--- src/rtl/nes_fb_ctrl.sv ---
// Framebuffer write-port controller for the NES framebuffer pair.
// One write port is shared by three requesters in fixed priority: the PPU
// pixel stream, the fill-clear engine and the OSD overlay writer. The block
// also owns double-buffer selection and flips the displayed buffer at the
// end of each frame. A swap is deferred while a clear is filling the buffer
// that would become visible.
//
// OSD handshake: the requester holds osd_req, osd_addr, osd_data and osd_buf
// stable until it sees osd_ack, which is high for exactly one cycle and
// coincides with the framebuffer write that carries the item. After the ack
// it may drop osd_req or present the next item in the same cycle. A request
// is not eligible in the cycle its ack is shown, so at most one OSD write
// happens every two cycles.
module nes_fb_ctrl #(
    parameter int ACTIVE_LINES = 240,
    parameter bit DOUBLE_BUF   = 1'b1
) (
    input  logic        clk_nes,
    input  logic        rst_nes,
    input  logic        ppu_we,
    input  logic [15:0] ppu_addr,
    input  logic [5:0]  ppu_data,
    input  logic        ppu_frame_end,
    input  logic        freeze,
    input  logic        clr_start,
    input  logic [5:0]  clr_color,
    input  logic        clr_buf,
    output logic        clr_busy,
    input  logic        osd_req,
    input  logic [15:0] osd_addr,
    input  logic [5:0]  osd_data,
    input  logic        osd_buf,
    output logic        osd_ack,
    output logic        fb_we,
    output logic [15:0] fb_waddr,
    output logic [5:0]  fb_wdata,
    output logic        fb_wsel,
    output logic        front_buf,
    output logic        swap_pulse,
    output logic        dbg_state
);

    typedef enum logic {
        IDLE  = 1'b0,
        CLEAR = 1'b1
    } clr_state_t;

    // Address of the final clear write: last visible line, column 255.
    localparam logic [7:0]  LAST_LINE = 8'(ACTIVE_LINES - 1);
    localparam logic [15:0] LAST_ADDR = {LAST_LINE, 8'hFF};

    clr_state_t  state;
    logic [15:0] cnt;
    logic [5:0]  clr_color_q;
    logic        clr_buf_q;
    logic        swap_pending;

    logic        back_buf;
    logic        clr_tgt;
    logic        osd_tgt;
    logic        ppu_go;
    logic        clr_go;
    logic        osd_go;
    logic        swap_req;
    logic        swap_blocked;
    logic        swap_now;
    logic        set_pending;

    assign dbg_state = state;

    // Buffer targets; single-buffer mode funnels every write into buffer 0.
    assign back_buf = DOUBLE_BUF ? ~front_buf : 1'b0;
    assign clr_tgt  = DOUBLE_BUF ? clr_buf_q  : 1'b0;
    assign osd_tgt  = DOUBLE_BUF ? osd_buf    : 1'b0;

    // Fixed-priority grant: PPU, then clear, then OSD. Losers retry next cycle.
    assign ppu_go = ppu_we && !freeze;
    assign clr_go = (state == CLEAR) && !ppu_go;
    assign osd_go = osd_req && !osd_ack && !ppu_go && (state != CLEAR);

    // Swap decision: defer while the clear is filling the buffer about to be shown.
    // A pending swap absorbs any further frame_end and runs once the clear is done.
    assign swap_req     = ppu_frame_end && !freeze;
    assign swap_blocked = (state == CLEAR) && (clr_tgt == back_buf);
    assign swap_now     = swap_pending ? (state == IDLE) : (swap_req && !swap_blocked);
    assign set_pending  = !swap_pending && swap_req && swap_blocked;

    // Clear engine FSM: sweeps {line, column} over the visible area, one write per grant.
    always_ff @(posedge clk_nes or posedge rst_nes) begin
        if (rst_nes) begin
            state       <= IDLE;
            cnt         <= 16'd0;
            clr_color_q <= 6'd0;
            clr_buf_q   <= 1'b0;
            clr_busy    <= 1'b0;
        end else begin
            case (state)
                IDLE: begin
                    if (clr_start) begin
                        state       <= CLEAR;
                        cnt         <= 16'd0;
                        clr_color_q <= clr_color;
                        clr_buf_q   <= clr_buf;
                        clr_busy    <= 1'b1;
                    end
                end
                CLEAR: begin
                    if (clr_go) begin
                        cnt <= cnt + 16'd1;
                        if (cnt == LAST_ADDR) begin
                            state    <= IDLE;
                            clr_busy <= 1'b0;
                        end
                    end
                end
                default: begin
                    state    <= IDLE;
                    clr_busy <= 1'b0;
                end
            endcase
        end
    end

    // Write port register: the granted requester's write appears one cycle later.
    always_ff @(posedge clk_nes or posedge rst_nes) begin
        if (rst_nes) begin
            fb_we    <= 1'b0;
            fb_waddr <= 16'd0;
            fb_wdata <= 6'd0;
            fb_wsel  <= 1'b0;
            osd_ack  <= 1'b0;
        end else begin
            fb_we   <= ppu_go || clr_go || osd_go;
            osd_ack <= osd_go;
            if (ppu_go) begin
                fb_waddr <= ppu_addr;
                fb_wdata <= ppu_data;
                fb_wsel  <= back_buf;
            end else if (clr_go) begin
                fb_waddr <= cnt;
                fb_wdata <= clr_color_q;
                fb_wsel  <= clr_tgt;
            end else if (osd_go) begin
                fb_waddr <= osd_addr;
                fb_wdata <= osd_data;
                fb_wsel  <= osd_tgt;
            end
        end
    end

    // Buffer flip and swap pulse; pending swaps are tracked until the clear finishes.
    always_ff @(posedge clk_nes or posedge rst_nes) begin
        if (rst_nes) begin
            front_buf    <= 1'b0;
            swap_pulse   <= 1'b0;
            swap_pending <= 1'b0;
        end else begin
            swap_pulse <= swap_now;
            if (swap_now && DOUBLE_BUF) begin
                front_buf <= ~front_buf;
            end
            if (swap_now) begin
                swap_pending <= 1'b0;
            end else if (set_pending) begin
                swap_pending <= 1'b1;
            end
        end
    end

endmodule
--- config.mk ---
export PLATFORM = sky130hd
export DESIGN_NAME = nes_fb_ctrl
export DESIGN_NICKNAME = d
export VERILOG_FILES = /design/src/rtl/nes_fb_ctrl.sv
export SDC_FILE = /design/constraint.sdc
export NUM_CORES = 1
export LEC_CHECK = 0
export ABC_CLOCK_PERIOD_IN_PS = 3800
export BUFFER_PORTS_ARGS = -buffer_cell sky130_fd_sc_hd__buf_2
export CAP_MARGIN = 30
export CORE_MARGIN = 2
export CORE_UTILIZATION = 39
export CTS_CLUSTER_SIZE = 24
export DETAILED_ROUTE_END_ITERATION = 7
export MAX_ROUTING_LAYER = met4
export PLACE_DENSITY = 0.61
export SLEW_MARGIN = 10
export SYNTH_ARGS = -nofsm -noshare
export SYNTH_HDL_FRONTEND = slang
export SYNTH_SLANG_ARGS = --single-unit
--- constraint.sdc ---
create_clock -name clk_nes -period 3.8 [get_ports clk_nes]
set_clock_uncertainty 0.15 [all_clocks]
set_input_delay 0.57 -clock clk_nes [delete_from_list [all_inputs] [get_ports clk_nes]]
set_output_delay 0.57 -clock clk_nes [all_outputs]
set_load 0.01 [all_outputs]
==> metrics.txt <==
Initial Util=39.8%; RSZ-0062 raised after global routing=no; fill cell count=724; Req. time, crit path=3080 ps; Core ar.=7180 um^2; PwrDens=between 400 and 500 nW/um^2; FMAX=between 0.4 and 0.5 GHz; Overflow after GRT=0; crit path capture type=output pin; H-tree levels=2; Slew Limit Headroom=37.4%; vias in the first global route=2070; minimum clock period=2050 ps; VDD IR max=~220 uV; switching pwr=0.000431 W; clock network power share=28.7%; die area=8030 um^2; area occupied by multi-input gates=1360 um^2; initial antenna violation count=0; DIE WIDTH=roughly 90 um; Sink Count=53; Worst EP arrival=1330 ps; height of the chip=~90 um; library cells used by synthesis=34; postcts setup bufs=0; via count=2183; synthesis-stage register bit count=53; most frequent cells in the layout=87 x buf_2, 53 x dfrtp_1, 32 x mux2i_1; overall power=0.00142 W; Seq/Total Area, Yosys=46.4%; total track usage=17.3%; Ys Warns=0; internal power=0.000990 W; Diodes inserted=0; CTS resizes=0; Root Buffer=clkbuf_8; routed wire length=6560 um; Comb power frac=20.0%; critical path type=flip-flop to output pin; post-synthesis net count=337; minimum hold slack=260 ps; most common cell after layout, fill and taps aside=buf_2; CP max stage delay=430 ps; syn avg cell area=~10 um^2; total leakage power=1.82 nW; worst-margin pin slew=936 ps; Post-DP HPWL=about 4800 um; r2r setup slk=1910 ps; Worst Setup Start Kind=flip-flop; initial drt markers=76; drt pass-1 iters=4; Worst-Skew Late Latency=~310 ps; max cap viols=0; Residual DRC=0; Tcrit/Tclk final=54.0%; share of cells above drive strength 1=44.4%; I/O pin count=88; Hold Buf Count CTS=0; Hold Crit Class=primary input to asynchronous set/reset pin; Fin Setup TNS=0 ps; reg2reg end=clr_color_q[5]; clock buffer depth=2; worst-path cell chain=buf_4 -> buf_2; register area=around 1300 um^2; Post-Syn Instances=approximately 280; status=completed; # port buffers=87; Post-DRT Antenna Nets=0; Crit Reg-Reg Startpoint=dbg_state; number of flops mapped to enable cells by yosys=0; CTS clock-pin slew for the worst setup and hold paths=100 ps; first-pass GRT wire length=10300 um; Area Overhead vs Synth=19.2%; wire length per cell=14.4 um; GP Congestion=0.834; # rows=31; switching fraction of total power=30.3%; Seq pwr share=51.3%; Final nets=417; async set-reset flop share out of synthesis=100%; CTS tree=done; setup violators final=0; Fin. Hold Viols=0; mean number of vias per cell=4.78; utilization after layout=47.5%; CP max stage cell=buf_4; CTS buffer count=5; Setup crit start=dbg_state; Primary FF master, synth=dfrtp_1; Cell Area, Synth=2860 um^2; pin count of the biggest net entering global routing=48; crit path max fanout=32; fin. max-slew vios=0; FF-to-FF path depth=3
-- area by class of cell --
type,instances,share of cell area (%)
multi-input cells,201,39.8
flip-flops and latches,53,38.9
well taps,99,3.63
repair buffers,90,13.4
clock inverters,2,1.10
inverters,6,0.661
clock buffers,6,2.42
-- cells by family after synthesis --
kind of cell,count (synthesis),synth area share [%]
buffers and inverters,23,6.13
muxes,40,14.4
xor gates and xnor gates,2,0.613
adders and majority gates,1,0.438
DFF,53,46.4
and+or+nand+nor,99,18.5
AOI/OAI and AO/OA,59,13.6
-- critical path, delay by kind of cell (launching register included) --
family / cells / cell delay [ps]
buf+inv: 2 / 650
flops: 1 / 370
-- synthesized netlist by cell type, types with 2 or more instances --
cell / count / area (um^2)
buf_12: 4 / 80.1
nor2_1: 27 / 101
nand2_2: 23 / 144
mux2i_1: 32 / 320
inv_2: 2 / 7.51
inv_1: 4 / 15.0
nor3_1: 3 / 15.0
nand2_1: 17 / 63.8
a21oi_1: 26 / 130
dfrtp_1: 53 / 1330
buf_2: 10 / 50.1
o21ai_2: 23 / 201
and3_1: 4 / 25.0
nand3_1: 10 / 50.1
nand2b_1: 2 / 12.5
mux2_2: 8 / 90.1
xor2_1: 2 / 17.5
o21ai_0: 6 / 30.0
nand4_1: 6 / 37.5
-- registers in the layout, indices dropped and copies added, names as in the netlist, 6 cells and up --
signal	cells
fb_waddr	16
cnt	16
fb_wdata	6
clr_color_q	6
-- per-layer routing --
metal | wire, um | GRT usage (%)
met2 | 3140 | 26.6
met1 | 3120 | 23.9
met5 | 0 | -
met3 | 233 | 2.47
met4 | 77 | 4.61
-- power by group through the flow --
stage,clock network [W],logic [W],registers (W)
floorplan,0,0.000162,0.000741
global placement,0,0.000283,0.000736
detailed placement,0,0.000288,0.000741
CTS,0.000421,0.000289,0.000729
global route,0.000442,0.000321,0.000744
finish,0.000407,0.000284,0.000729
-- metrics by stage --
stage / worst slack [ps] / cells / instance area (um^2)
floorplan: 1790 / 277 / 2860
global placement: 1640 / 449 / 3290
detailed placement: 1600 / 449 / 3290
CTS: 1730 / 457 / 3410
global route: 1660 / 457 / 3410
finish: 1750 / 457 / 3410
-- worst max-delay path by stage --
stage / endpoint / slack, ps
floorplan: clr_buf_q / 1790
global placement: fb_waddr[14] / 1640
detailed placement: fb_waddr[12] / 1600
CTS: dbg_state / 1730
global route: dbg_state / 1660
finish: dbg_state / 1750
No activity file was read; power rests on OpenSTA's default activity.
